**src/rtl/uart_rx_fifo_if.sv**
```systemverilog
// Handshake bundle between uart_rx, the receive FIFO and the CPU read mux.
// The master side drives bytes and CPU strobes; the FIFO is the slave.
interface uart_rx_fifo_if #(
  parameter int AW = 4
);
  logic          rx_valid;
  logic [7:0]    rx_data;
  logic          rx_read;
  logic          pop;
  logic          clr_ovf;
  logic [7:0]    dout;
  logic [7:0]    status;
  logic [AW:0]   level;
  logic          rx_hold;

  modport master (
    output rx_valid, rx_data, pop, clr_ovf,
    input  rx_read, dout, status, level, rx_hold
  );

  modport slave (
    input  rx_valid, rx_data, pop, clr_ovf,
    output rx_read, dout, status, level, rx_hold
  );
endinterface

```
**src/rtl/uart_rx_fifo.sv**
```systemverilog
// Receive FIFO between uart_rx and the CPU: power-of-two ring buffer with
// wrap-bit pointers, sticky overflow flag and an RTS hold request.
module uart_rx_fifo #(
  parameter int DEPTH     = 16,
  parameter int AW        = 4,
  parameter int RTS_LEVEL = 12
) (
  input  logic           cpu_clk,
  input  logic           rstn,
  uart_rx_fifo_if.slave  bus
);
  localparam logic [AW:0] RTS_LVL = RTS_LEVEL[AW:0];

  logic [7:0]  mem [DEPTH];
  logic [AW:0] wr_ptr_reg;
  logic [AW:0] rd_ptr_reg;
  logic        ovf_reg;

  logic        empty;
  logic        full;
  logic        push_en;
  logic        pop_en;
  logic [AW:0] level;

  assign empty   = (wr_ptr_reg == rd_ptr_reg);
  assign full    = (wr_ptr_reg[AW-1:0] == rd_ptr_reg[AW-1:0]) &&
                   (wr_ptr_reg[AW] != rd_ptr_reg[AW]);
  assign level   = wr_ptr_reg - rd_ptr_reg;
  assign push_en = rstn && bus.rx_valid && !full;
  assign pop_en  = bus.pop && !empty;

  always_ff @(posedge cpu_clk) begin
    if (!rstn) begin
      wr_ptr_reg <= '0;
      rd_ptr_reg <= '0;
      ovf_reg    <= 1'b0;
    end else begin
      if (push_en) wr_ptr_reg <= wr_ptr_reg + 1'b1;
      if (pop_en)  rd_ptr_reg <= rd_ptr_reg + 1'b1;
      // A byte offered while full sets the flag even if the CPU clears it now
      if (bus.rx_valid && full) ovf_reg <= 1'b1;
      else if (bus.clr_ovf)     ovf_reg <= 1'b0;
    end
  end

  always_ff @(posedge cpu_clk) begin
    if (push_en) mem[wr_ptr_reg[AW-1:0]] <= bus.rx_data;
  end

  // Asynchronous head read: the CPU samples the byte in the same cycle it pops it
  assign bus.dout    = empty ? 8'h00 : mem[rd_ptr_reg[AW-1:0]];
  assign bus.rx_read = push_en;
  assign bus.level   = level;
  assign bus.rx_hold = (level >= RTS_LVL);

  assign bus.status[0] = !empty;
  assign bus.status[1] = full;
  assign bus.status[2] = ovf_reg;

  genvar gi;
  generate
    for (gi = 0; gi < 5; gi++) begin : g_status_level
      if (gi <= AW) begin : g_bit
        assign bus.status[3+gi] = level[gi];
      end else begin : g_pad
        assign bus.status[3+gi] = 1'b0;
      end
    end
  endgenerate
endmodule

```
**src/flat_wrapper.sv**
```systemverilog
// flat-port wrapper written by rule: the top's interface ports become plain ports
module uart_rx_fifo_flat 
#(
  parameter int DEPTH     = 16,
  parameter int AW        = 4,
  parameter int RTS_LEVEL = 12
)
  (cpu_clk, rstn, bus_rx_valid, bus_rx_data, bus_pop, bus_clr_ovf, bus_rx_read, bus_dout, bus_status, bus_level, bus_rx_hold);
  uart_rx_fifo_if #(.AW(AW)) bus_i ();
  input  logic cpu_clk;
  input  logic rstn;
  input wire logic [$bits(bus_i.rx_valid)-1:0] bus_rx_valid;
  input wire logic [$bits(bus_i.rx_data)-1:0] bus_rx_data;
  input wire logic [$bits(bus_i.pop)-1:0] bus_pop;
  input wire logic [$bits(bus_i.clr_ovf)-1:0] bus_clr_ovf;
  output wire logic [$bits(bus_i.rx_read)-1:0] bus_rx_read;
  output wire logic [$bits(bus_i.dout)-1:0] bus_dout;
  output wire logic [$bits(bus_i.status)-1:0] bus_status;
  output wire logic [$bits(bus_i.level)-1:0] bus_level;
  output wire logic [$bits(bus_i.rx_hold)-1:0] bus_rx_hold;
  assign bus_i.rx_valid = bus_rx_valid;
  assign bus_i.rx_data = bus_rx_data;
  assign bus_i.pop = bus_pop;
  assign bus_i.clr_ovf = bus_clr_ovf;
  assign bus_rx_read = bus_i.rx_read;
  assign bus_dout = bus_i.dout;
  assign bus_status = bus_i.status;
  assign bus_level = bus_i.level;
  assign bus_rx_hold = bus_i.rx_hold;
  uart_rx_fifo #(.DEPTH(DEPTH), .AW(AW), .RTS_LEVEL(RTS_LEVEL)) u_core (.cpu_clk(cpu_clk), .rstn(rstn), .bus(bus_i));
endmodule
```
**config.mk**
```make
export PLATFORM = sky130hd
export DESIGN_NAME = uart_rx_fifo_flat
export DESIGN_NICKNAME = d
export VERILOG_FILES = /design/src/rtl/uart_rx_fifo_if.sv /design/src/rtl/uart_rx_fifo.sv /design/src/flat_wrapper.sv
export SDC_FILE = /design/constraint.sdc
export NUM_CORES = 1
export LEC_CHECK = 0
export CORE_UTILIZATION = 40
export CTS_BUF_LIST = sky130_fd_sc_hd__clkbuf_4 sky130_fd_sc_hd__clkbuf_8
export DETAILED_ROUTE_END_ITERATION = 10
export GPL_TIMING_DRIVEN = 0
export HOLD_SLACK_MARGIN = 0.1
export SLEW_MARGIN = 20
export SYNTH_ARGS = -nofsm -noshare
export SYNTH_HDL_FRONTEND = slang
export SYNTH_SLANG_ARGS = --single-unit
```
**constraint.sdc**
```tcl
create_clock -name cpu_clk -period 3.1 [get_ports cpu_clk]
set_input_delay 0.465 -clock cpu_clk [delete_from_list [all_inputs] [get_ports cpu_clk]]
set_output_delay 0.465 -clock cpu_clk [all_outputs]
set_load 0.02 [all_outputs]
```
==> results of run 1 <==
[cells by family (layout without fill, tap and decap cells)]
| group | count (synthesis) | count (layout) | synth area share |
|---|---|---|---|
| simple gates | 47 | 47 | 0.03968 |
| xor+xnor | 9 | 9 | 0.01330 |
| flops | 143 | 143 | 0.6990 |
| buf+inv | 31 | 99 | 0.03187 |
| fa+ha+maj | 10 | 10 | 0.02237 |
| mux | 49 | 49 | 0.1602 |
| compound gates | 33 | 33 | 0.03356 |
[stage by stage]
stage	TNS, ns	hold WS, ns	cells
detailed placement	0	0.5319	543
finish	0	0.5305	574
global placement	-6.695	0.5316	541
global route	-0.09364	0.5791	574
CTS	0	0.5436	575
floorplan	0	0.4931	322
[area by class of cell]
cell class                 count  area [sq um]
clock buffer                  23         279.0
clock inverter                 9         92.59
fill                        1238          7547
inverter                       9         33.78
sequential                   143          4145
timing repair buffer          37         349.1
buffer                        21         160.2
multi-input combinational    148          1642
tap                          184         230.2
[layer usage]
layer	track usage	vias up
li1	-	1381
met2	0.2726	68
met1	0.2083	1503
met3	0.04304	12
met4	0.07003	0
met5	0	-
[Yosys cell counts (all sizes together)]
cell / instances
a2111o: 1
a211o: 1
a21boi: 2
a21o: 1
a21oi: 12
a31o: 1
and2: 7
and4: 1
buf: 19
clkbuf: 3
dfxtp: 15
edfxtp: 128
fa: 1
ha: 9
inv: 9
mux2: 8
mux2i: 9
mux4: 32
nand2: 10
nand2b: 2
nand3: 3
nand4: 3
nor2: 12
nor2b: 3
nor3: 4
o211ai: 1
o21a: 1
o21ai: 13
or3: 2
xnor2: 6
xor2: 3
[power groups by stage]
stage,registers (mW),logic (mW),clock network [mW]
after floorplan,2.17,0.499,0
after CTS,2.13,0.777,1.43
final,2.13,0.766,1.40
after global routing,2.14,0.829,1.50
after global placement,2.18,0.797,0
after detailed placement,2.18,0.801,0
[critical path: stages (launching register included)]
cell	delay (ns)
dfxtp_1	0.35
inv_2	0.11
ha_2	0.19
inv_1	0.05
fa_1	0.39
xor2_1	0.26
buf_4	0.15
clkdlybuf4s50_1	0.59
[final timing paths]
path | from | end | slack (ns) | depth (start not counted)
min | u_core.rd_ptr_reg[1] | register | 0.53 | 2
max reg2reg | u_core.rd_ptr_reg[2] | u_core.mem[5][7] | 0.33 | 6
max | u_core.wr_ptr_reg[0] | bus_status[5] | 0.09 | 7
min reg2reg | u_core.rd_ptr_reg[1] | register | 0.53 | 2
[timing repair]
| action | CTS | global route |
|---|---|---|
| pin swaps | 0 | 0 |
| endpoints found under the setup margin | 15 | 11 |
| gates resized for setup | 24 | 6 |
==> flow_summary.yaml, run 1 <==
floorplanning:
  die_w_um: 123.7
  die-area_sq_um: 15310
  fp.dieH_um: 123.7
  io_pins: 36
  num_rows: 44
  coreArea_sq_um: 14480
  start_util: 0.4094
timing:
  fin_worst_skew_ns: 0.009640
  drv_slew: 0
  relSlewSlack: 0.3175
  tightest_slew_ns: 1.020
  rsz0062_at_grt: "true"
  hold_viol: 0
  fin_crit_sh: 0.9700
  max_freq_ghz: 0.3326
  min_period_ns: 3.007
  setup_viol: 0
  setup_slack_ns: 0.09302
drt:
  route.vias.total: 2964
  drt_iter0_markers: 262
  dr_wl_met2_um: 5624
  dr_wl_met3_um: 626
  drtAntennaViolNets: 0
  vias_per_cell: 5.164
  wl_um: 11460
  routed.top_layer: "met4"
  drtPass1Iterations: 5
  wl_met1_um: 5083
  route.detailed.wl_per_inst_um: 19.97
  drc: 0
synth:
  synth_top_area_frac: 0.6484
  synth.ff_latch_count: 143
  synth_nets: 345
  yosysTopAreaCell: "edfxtp_1"
  synth_area_per_cell_sq_um: 18.41
  ys_seq_area_frac: 0.6990
  syn-cell-area_sq_um: 5928
  ys_warn_count: 0
  synthCells: 322
  synth_area_leaders: "edfxtp_1, mux4_2, mux4_1"
  synth_cell_types: 40
pwr:
  irDropWorstVdd_mv: 0.3237
  p_total_mw: 4.300
  p_leak_nw: 2.323
  swShare: 0.2476
  internal_power_mw: 3.235
  p_comb_frac: 0.178
  power_density_nw_per_um2: 620.3
  p_seq_frac: 0.496
  p_clk_frac: 0.325
  p_switching_mw: 1.065
finish:
  diodes: 0
  final_cell_mix: "edfxtp_1, clkdlybuf4s50_1, mux4_2"
  syn_to_final_growth_pct: 16.93
  drive_gt1_frac: 0.2359
  finish.utilization: 0.4787
  final_area_sq_um: 6932
  fin_nets: 400
  final_common_cell: "edfxtp_1"
  largest_reg_flops: 128
place:
  place_area_sq_um: 6544
  place_congestion: 0.6863
  dp_hpwl_um: 7555
  port_buffers: 35
  post-place-ws_ns: 0.09225
cts:
  cts_tree: "done"
  cts.sinks: 143
  clock_latency_ns: 0.44
  cts_buffers: 17
  clockBufferDepth: 2
  postCtsSetupBuffers: 0
  ctsHtreeMaxLevel: 4
  hold_buffers: 0
  clk_root_buffer_cell: "clkbuf_8"
  clk_pin_slew_ns: 0.07
global_routing:
  grt_pass1_vias: 3140
  grt_max_degree: 17
  overflow: 0
  grtUsageTotal: 0.1661
  antenna_found_initial: 0
  grt_first_pass_wirelength_um: 17560
worst_setup_path:
  worstPathArrival_ns: 2.54
  end_kind: "output pin"
  path_max_fanout: 4
  cp_data_required_time_ns: 2.63
  cp-start-kind: "register"
  path_class: "reg2out"
hold_path:
  hold_class: "reg2reg"
status:
  status: "finished clean"
flow_run:
  maxCapViolCount: 0
No activity file was read; power rests on OpenSTA's default activity.
==> run 2, diff against run 1 <==
--- a/config.mk
+++ b/config.mk
@@ -5,11 +5,12 @@
 export SDC_FILE = /design/constraint.sdc
 export NUM_CORES = 1
 export LEC_CHECK = 0
-export CORE_UTILIZATION = 40
+export CORE_UTILIZATION = 55
 export CTS_BUF_LIST = sky130_fd_sc_hd__clkbuf_4 sky130_fd_sc_hd__clkbuf_8
 export DETAILED_ROUTE_END_ITERATION = 10
 export GPL_TIMING_DRIVEN = 0
 export HOLD_SLACK_MARGIN = 0.1
+export PLACE_DENSITY = 0.75
 export SLEW_MARGIN = 20
 export SYNTH_ARGS = -nofsm -noshare
 export SYNTH_HDL_FRONTEND = slang
==> constraint.sdc (replaced) <==
create_clock -name cpu_clk -period 3 [get_ports cpu_clk]
set_input_delay 0.45 -clock cpu_clk [delete_from_list [all_inputs] [get_ports cpu_clk]]
set_output_delay 0.45 -clock cpu_clk [all_outputs]
set_load 0.02 [all_outputs]
==> flow_summary.yaml, run 2 (same netlist as run 1, synthesis figures left out) <==
pwr:
  power_density_nw_per_um2: 644.7
  irDropWorstVdd_mv: 0.4019
  p_leak_nw: 2.253
finish:
  largest_reg_flops: 128
  finish.utilization: 0.6645
  final_common_cell: "edfxtp_1"
  drive_gt1_frac: 0.2468
  fin_nets: 399
  syn_to_final_growth_pct: 16.23
  final_cell_mix: "edfxtp_1, clkdlybuf4s50_1, mux4_2"
  diodes: 0
worst_setup_path:
  r2r_end: "u_core.mem[13][2]"
  r2r_setup_slack_ns: 0.27
  path_class: "reg2out"
  path_buf_inv: 4
  r2r_start: "u_core.rd_ptr_reg[2]"
  cp_data_required_time_ns: 2.55
  cp_slowest_stage_delay_ns: 0.36
  path_max_fanout: 4
  worstPathArrival_ns: 2.44
  path_cells: "inv_2, ha_1, inv_1, fa_2, a21o_1, a21oi_1, xnor2_1, buf_4, clkdlybuf4s15_1"
  rr_worst_depth: 6
  end_kind: "output pin"
  critical-path-top-delay-family: "buffers and inverters"
  cp-start-kind: "register"
  slowest_stage: "fa_2"
status:
  status: "finished clean"
drt:
  drc: 0
  route.detailed.wl_per_inst_um: 20.73
  drtAntennaViolNets: 0
  drtPass1Iterations: 4
  drt_iter0_markers: 181
  route.vias.total: 3030
  vias_per_cell: 5.771
  wl_um: 10880
global_routing:
  grtUsageTotal: 0.2181
  grt_max_degree: 17
  grt_pass1_vias: 3139
  antenna_found_initial: 0
  overflow: 0
  grt_first_pass_wirelength_um: 17140
place:
  dp_hpwl_um: 7068
  place_congestion: 0.8633
  port_buffers: 35
timing:
  fin_crit_sh: 0.9620
  rsz0062_at_grt: "false"
  relSlewSlack: 0.3764
  min_period_ns: 2.886
  hold-worst-slack_ns: 0.5380
  setup_viol: 0
  hold_viol: 0
  fin_worst_skew_ns: 0.01189
  tightest_slew_ns: 0.9319
  drv_slew: 0
  max_freq_ghz: 0.3465
floorplanning:
  die_w_um: 105.8
  coreArea_sq_um: 10370
  io_pins: 36
  start_util: 0.5717
  fp.dieH_um: 105.8
  die-area_sq_um: 11200
  num_rows: 37
cts:
  clk_root_buffer_cell: "clkbuf_8"
  ctsHtreeMaxLevel: 4
  cts_buffers: 17
  cts.sinks: 143
  clock_latency_ns: 0.43
  clockBufferDepth: 2
  clk_pin_slew_ns: 0.08
  cts_tree: "done"
hold_path:
  min_from: "u_core.wr_ptr_reg[1]"
  whs_endpoint: "u_core.wr_ptr_reg[1]"
  holdPathStages: 2
  hold_class: "reg2reg"
flow_run:
  maxCapViolCount: 0
-- run 2: cell types whose count changed in the layout (fill, tap and decap cells not counted), moves of 2 or more --
cell and change:
dlygate4sd2_1 -7, clkdlybuf4s15_1 +5, clkinvlp_4 +5, clkbuf_4 -4, clkinv_2 -3, dfxtp_1 -3
dfxtp_2 +3, buf_8 +2, clkinv_1 +2
-- run 2: worst reg2reg max path, stage by stage (launching register included) --
cell and delay (ns):
dfxtp_1 0.41, inv_1 0.07, ha_1 0.37, and4_2 0.31
a21oi_4 0.27, nand2_1 0.20, nor2_1 0.73
-- run 2: how the worst max path moves through the flow --
stage	cells after the start	startpoint	slack, ns	end
floorplan	7	u_core.rd_ptr_reg[2]	0.33	u_core.mem[0][0]
global placement	7	u_core.wr_ptr_reg[0]	-0.21	u_core.mem[1][3]
detailed placement	7	u_core.wr_ptr_reg[0]	0.11	u_core.mem[4][5]
CTS	9	u_core.wr_ptr_reg[0]	0.03	bus_rx_hold
global route	6	u_core.rd_ptr_reg[2]	0.004	bus_status[1]
finish	9	u_core.wr_ptr_reg[0]	0.11	bus_status[7]
-- run 2: routing by layer --
layer | vias up | track usage | wire length [um]
met1 | 1514 | 0.2709 | 4352
li1 | 1377 | - | -
met3 | 15 | 0.06308 | 678
met4 | 0 | 0.08730 | 218
met5 | - | 0 | 0
met2 | 124 | 0.3618 | 5635
-- run 2: where the power goes --
part / internal [mW] / switching [mW] / total (mW)
sequential: 2.19 / 0.0147 / 2.21
combinational: 0.394 / 0.430 / 0.824
clock: 0.740 / 0.671 / 1.41
-- run 2: final cells by class --
cell class / instances / area (sq um)
flip-flops and latches: 143 / 4149
fillers: 714 / 3480
multi-input cells: 148 / 1645
repair buffers: 37 / 351.6
clock buffers: 19 / 249.0
well taps: 136 / 170.2
plain buffers: 20 / 168.9
clock inverters: 13 / 122.6
inverters: 9 / 33.78
-- run 2: stage by stage --
step | area (sq um) | instances | power [mW] | TNS [ns] | setup slack, ns
after CTS | 6860 | 524 | 4.452 | 0 | 0.03424
final | 6890 | 525 | 4.442 | 0 | 0.1141
after global placement | 6449 | 493 | 3.059 | -4.259 | -0.2100
after detailed placement | 6469 | 493 | 3.072 | 0 | 0.1080
after global routing | 6890 | 525 | 4.604 | 0 | 0.003967
after floorplan | 5928 | 322 | 2.760 | 0 | 0.3311
-- run 2: what timing repair did --
action,CTS,global route
pin swaps,0,1
hold buffers,0,0
setup endpoints to repair,16,13
gates resized for setup,29,17
hold endpoints to repair,0,0
buffers inserted,1,1
==> run 3, diff against run 2 <==
--- a/config.mk
+++ b/config.mk
@@ -5,12 +5,12 @@
 export SDC_FILE = /design/constraint.sdc
 export NUM_CORES = 1
 export LEC_CHECK = 0
-export CORE_UTILIZATION = 55
+export CORE_UTILIZATION = 61
 export CTS_BUF_LIST = sky130_fd_sc_hd__clkbuf_4 sky130_fd_sc_hd__clkbuf_8
 export DETAILED_ROUTE_END_ITERATION = 10
 export GPL_TIMING_DRIVEN = 0
 export HOLD_SLACK_MARGIN = 0.1
-export PLACE_DENSITY = 0.75
+export PLACE_DENSITY = 0.82
 export SLEW_MARGIN = 20
 export SYNTH_ARGS = -nofsm -noshare
 export SYNTH_HDL_FRONTEND = slang
==> flow_summary.yaml, run 3 (same netlist as run 1, synthesis figures left out) <==
global_routing:
  grt_first_pass_wirelength_um: 17360
  antenna_found_initial: 0
  overflow: 0
  grt_max_degree: 17
  grtUsageTotal: 0.2500
  grt_pass1_vias: 3170
timing:
  relSlewSlack: 0.3777
  fin_worst_skew_ns: 0.01209
  setup_viol: 0
  tightest_slew_ns: 0.9300
  tns_ns: 0
  drv_slew: 0
  hold_viol: 0
  hold-worst-slack_ns: 0.5194
  fin_crit_sh: 0.9610
  max_freq_ghz: 0.3469
  min_period_ns: 2.883
cts:
  clock_latency_ns: 0.42
  clk_pin_slew_ns: 0.07
  cts_buffers: 17
  clk_root_buffer_cell: "clkbuf_8"
  clockBufferDepth: 2
  hold_buffers: 0
  ctsHtreeMaxLevel: 4
  cts.sinks: 143
  cts_tree: "done"
worst_setup_path:
  cp_data_required_time_ns: 2.55
  path_class: "reg2out"
  slowest_stage: "fa_2"
  startpoint: "u_core.wr_ptr_reg[0]"
  path_cells: "inv_2, ha_1, inv_1, fa_2, a21o_1, a21oi_1, xnor2_1, a31o_2, clkdlybuf4s15_1"
  end_kind: "output pin"
  worstPathArrival_ns: 2.43
  path_max_fanout: 4
  cp-start-kind: "register"
  r2r_start: "u_core.rd_ptr_reg[2]"
  cp_slowest_stage_delay_ns: 0.37
  rr_worst_depth: 6
hold_path:
  holdPathStages: 2
  hold_class: "reg2reg"
  min_from: "u_core.rd_ptr_reg[1]"
flow_run:
  maxCapViolCount: 0
finish:
  finish.utilization: 0.7411
  fillers: 532
  syn_to_final_growth_pct: 16.61
  stdcell_count: 519
  fin_nets: 400
  final_cell_mix: "edfxtp_1, mux4_2, clkdlybuf4s50_1"
  final_common_cell: "edfxtp_1"
  final_area_sq_um: 6913
  diodes: 0
  drive_gt1_frac: 0.2462
  regArea_sq_um: 4146
  multiInputGateArea_sq_um: 1638
  largest_reg_flops: 128
floorplanning:
  io_pins: 36
  start_util: 0.6355
  die-area_sq_um: 10120
  die_w_um: 100.6
  coreArea_sq_um: 9328
  num_rows: 35
  fp.dieH_um: 100.6
drt:
  wl_um: 11340
  drtAntennaViolNets: 0
  route.vias.total: 3061
  vias_per_cell: 5.898
  drt_iter0_markers: 158
  drc: 0
  drtPass1Iterations: 4
  route.detailed.wl_per_inst_um: 21.84
status:
  status: "finished clean"
pwr:
  power_density_nw_per_um2: 663.8
  p_leak_nw: 2.302
  irDropWorstVdd_mv: 0.3851
place:
  dp_cells: 486
  place_area_sq_um: 6460
  place_congestion: 0.8207
  port_buffers: 35
  dp_hpwl_um: 7312
==> run 3: cell count changes in the layout (fill, tap and decap cells not counted), sizes merged <==
cell	before	now
clkinvlp	5	3
clkdlybuf4s50	21	20
clkdlybuf4s15	7	3
clkinv	6	4
dlygate4sd2	5	11
clkbuf	22	25
bufinv	2	3
==> run 3: worst max-delay path: cells and delay by family (launching register included) <==
kind,cells,cell delay [ns]
compound gates,3,0.57
fa+ha+maj,2,0.54
buf+inv,3,0.44
flops,1,0.35
xor+xnor,1,0.11
==> run 3: routing by layer <==
metal  global-route usage  wire, um
met5                    0         0
met3              0.06935       785
met1               0.3282      4685
met2               0.3925      5511
met4               0.1193       353
==> run 3: worst paths after layout <==
path | endpoint | slack, ns
setup / recovery | bus_rx_hold | 0.12
hold / removal | u_core.rd_ptr_reg[1] | 0.52
setup reg to reg | u_core.mem[4][5] | 0.29
hold reg to reg | u_core.rd_ptr_reg[1] | 0.52
==> run 3: what timing repair did <==
action / in CTS / in global routing
setup endpoints to repair: 15 / 14
setup buffers: 0 / 3
resized for setup: 21 / 13
cloned: 0 / 0
==> run 3: area by class of cell <==
cell class              count  area share
flip-flops and latches    143      0.5998
multi-input cells         148      0.2369
repair buffers             38     0.05122
clock buffers              22     0.04109
well taps                 129     0.02335
plain buffers              20     0.02299
clock inverters            10     0.01973
inverters                   9    0.004887
==> run 3: power breakdown <==
part / internal, mW / total, mW / leakage (nW) / switching (mW)
combinational: 0.377 / 0.804 / 0.818 / 0.427
sequential: 2.19 / 2.21 / 1.28 / 0.0150
clock: 0.892 / 1.58 / 0.209 / 0.687
==> run 3: metrics by stage <==
step | power, mW | setup slack (ns)
detailed placement | 3.073 | 0.1569
finish | 4.589 | 0.1170
global placement | 3.057 | -0.1068
global route | 4.741 | -0.004933
floorplan | 2.760 | 0.3311
CTS | 4.589 | 0.02219
==> edit: new RTL, flow settings as in run 1 <==
`AW` is set to 4 in 3 places; all go to 6.
--- a/src/rtl/uart_rx_fifo_if.sv
+++ b/src/rtl/uart_rx_fifo_if.sv
@@ -1,7 +1,7 @@
 // Handshake bundle between uart_rx, the receive FIFO and the CPU read mux.
 // The master side drives bytes and CPU strobes; the FIFO is the slave.
 interface uart_rx_fifo_if #(
-  parameter int AW = 4
+  parameter int AW = 6
 );
   logic          rx_valid;
   logic [7:0]    rx_data;
--- a/src/rtl/uart_rx_fifo.sv
+++ b/src/rtl/uart_rx_fifo.sv
@@ -2,7 +2,7 @@
 // wrap-bit pointers, sticky overflow flag and an RTS hold request.
 module uart_rx_fifo #(
   parameter int DEPTH     = 16,
-  parameter int AW        = 4,
+  parameter int AW        = 6,
   parameter int RTS_LEVEL = 12
 ) (
   input  logic           cpu_clk,
--- a/src/flat_wrapper.sv
+++ b/src/flat_wrapper.sv
@@ -2,7 +2,7 @@
 module uart_rx_fifo_flat 
 #(
   parameter int DEPTH     = 16,
-  parameter int AW        = 4,
+  parameter int AW        = 6,
   parameter int RTS_LEVEL = 12
 )
   (cpu_clk, rstn, bus_rx_valid, bus_rx_data, bus_pop, bus_clr_ovf, bus_rx_read, bus_dout, bus_status, bus_level, bus_rx_hold);
Interface: changed (resized bus_level); port bits go from 36 to 38. The function was not compared with the original's and may differ.
==> edit against run 1 <==
Synthesized area up 6.9%. Critical endpoint is now bus_level[3]. Power rose by 13%. Largest cell class unchanged. Final area increased by 6.3%. Sequential cell count increased by 4. First-iteration DRC count shrank 29%. Wire length rose by 5.9%. Sequential share of layout area fell by 2.4 points. Critical path depth unchanged. Synthesized cell count rose by 11%. Worst hold slack worse by 0.15 ns. Worst setup slack better by 0.039 ns. Clock skew grew 0.00054 ns. Highest routed layer unchanged. Fmax rose by 1.3%.
==> edit: results (changes against run 1) <==
- Relative slew margins: 0.6240 (was 0.3175)
- Fill cell count: 1,319 (was 1,238)
- Final nets: 438 (was 400)
- Largest fanout on the critical path: 5 (was 4)
- Largest cells by area after synthesis: edfxtp_1 61%, mux4_2 7.1%, dfxtp_1 6.0% (was edfxtp_1 65%, mux4_2 7.2%, mux4_1 5.8%)
- Hold/Removal Path Class: in -> reg (was reg -> reg)
- Synth cell types: 46 (was 40)
- First-pass GRT wire length: 19,070 um (was 17,560 um)
- Synth cell count leaders: 128 x edfxtp_1, 25 x and2_1, 20 x mux4_2 (was 128 x edfxtp_1, 19 x mux4_2, 15 x dfxtp_1)
- Critical path origin: u_core.rd_ptr_reg[1] (was u_core.wr_ptr_reg[0])
- GPL Wtd Cong: 0.8018 (was 0.6863)
- Vias in the first global route: 3,381 (was 3,140)
- Syn Nets: 383 (was 345)
- Worst r2r dst: u_core.mem[6][1] (was u_core.mem[5][7])
- Setup slack at placement: 0.05981 ns (was 0.09225 ns)
- Post-synthesis sequential area ratio: 0.6663 (was 0.6990)
- RR Startpoint: u_core.wr_ptr_reg[3] (was u_core.rd_ptr_reg[2])
- Vias: 3,209 (was 2,964)
- Status: completed (unchanged)
- M3 GR Usage: 0.03881 (was 0.04304)
- Critical Path AT: 2.50 ns (was 2.54 ns)
- Routed len/inst: 19.07 um (was 19.97 um)
- Met2 Usage GRT: 0.2765 (was 0.2726)
- Lkg Pwr: 2.487 nW (was 2.323 nW)
- Final clock skew: 0.01018 ns (was 0.009640 ns)
- Worst setup margin: 0.1325 ns (was 0.09302 ns)
- End of the critical path: bus_level[3] (was bus_status[5])
- Ratio of cells with drive above 1 in the final layout: 0.2066 (was 0.2359)
- Top FF cell, synth: edfxtp_1 (unchanged)
- DRT iter0 DRCs: 186 (was 262)
- Max VDD drop: 0.3603 mV (was 0.3237 mV)
- Final HPWL DP: 8263 um (was 7555 um)
- GRT Overall Usage: 0.1643 (was 0.1661)
- First drt pass iteration count: 4 (was 5)
- CTS root buffer: clkbuf_8 (unchanged)
- Met1 Usage GRT: 0.2052 (was 0.2083)
- Net Sw Frac: 0.2596 (was 0.2476)
- R2R setup slack: 0.50 ns (was 0.33 ns)
-- edit: changes by cell type in the layout (fill, tap and decap cells not counted), sizes merged, moves of 8 or more --
cell	run 1	this run
mux2	8	0
nor2	12	2
a21oi	12	3
a211oi	0	17
nor2b	3	12
and2	7	25
o21ai	13	4
-- edit: power groups by stage --
stage	Sequential [mW]	Combinational (mW)	Clock, mW
after floorplan	2.24	0.748	0
after global placement	2.24	1.15	0
after detailed placement	2.24	1.15	0
after CTS	2.20	1.11	1.59
after global routing	2.20	1.17	1.67
final	2.20	1.08	1.56
-- edit: timing repair --
action | 4_1_cts | 5_1_grt
endpoints found under the setup margin | 18 | 3
gates resized for setup | 30 | 4
pin swaps | 0 | 1
hold endpoints to repair | 0 | 0
-- edit: worst min path at each step --
stage	startpoint	endpoint	slack [ns]	depth (start not counted)
3_3_place_gp	u_core.rd_ptr_reg[4]	u_core.rd_ptr_reg[4]	0.49	2
6_report	rstn	u_core.wr_ptr_reg[6]	0.38	2
5_1_grt	rstn	u_core.wr_ptr_reg[6]	0.39	2
4_1_cts	rstn	u_core.wr_ptr_reg[3]	0.36	3
3_5_place_dp	u_core.rd_ptr_reg[4]	u_core.rd_ptr_reg[4]	0.51	2
2_1_floorplan	u_core.rd_ptr_reg[4]	u_core.rd_ptr_reg[4]	0.47	2
-- edit: worst max-delay path, stage by stage, from the launching register on --
cell,delay (ns)
dfxtp_2,0.37
inv_1,0.09
ha_1,0.32
nor2b_1,0.15
o21ai_0,0.15
or3b_2,0.47
and2_1,0.19
dlygate4sd2_1,0.32
-- edit: through the flow --
stage	area (um^2)	utilization	cells
after floorplan	6340	-	358
after global placement	6964	0.4547	605
after detailed placement	6964	0.4547	605
after CTS	7382	0.4820	637
after global routing	7367	0.4810	637
final	7367	0.4810	637
-- edit: kinds of logic after synthesis --
| logic type | synth area share |
|---|---|
| AO/OA/AOI/OAI | 0.03987 |
| XOR/XNOR | 0.01796 |
| adder cells (fa/ha/maj) | 0.02487 |
| buffers and inverters | 0.04223 |
| flip-flops | 0.6663 |
| multiplexers | 0.1366 |
| AND/OR/NAND/NOR | 0.07223 |
-- edit: final cells by class --
type	count	area (um^2)	area share
well taps	211	264.0	0.03584
repair buffers	36	327.8	0.04450
clock buffers	19	249.0	0.03380
clock inverters	13	165.2	0.02242
flip-flops and latches	147	4230	0.5742
multi-input cells	175	1863	0.2529
inverters	15	56.30	0.007643
plain buffers	21	211.5	0.02870
-- edit: per-layer routing --
layer	vias up	share of wire
li1	1517	-
met1	1627	0.45
met2	56	0.51
met3	9	0.032
met4	0	0.012
met5	-	0
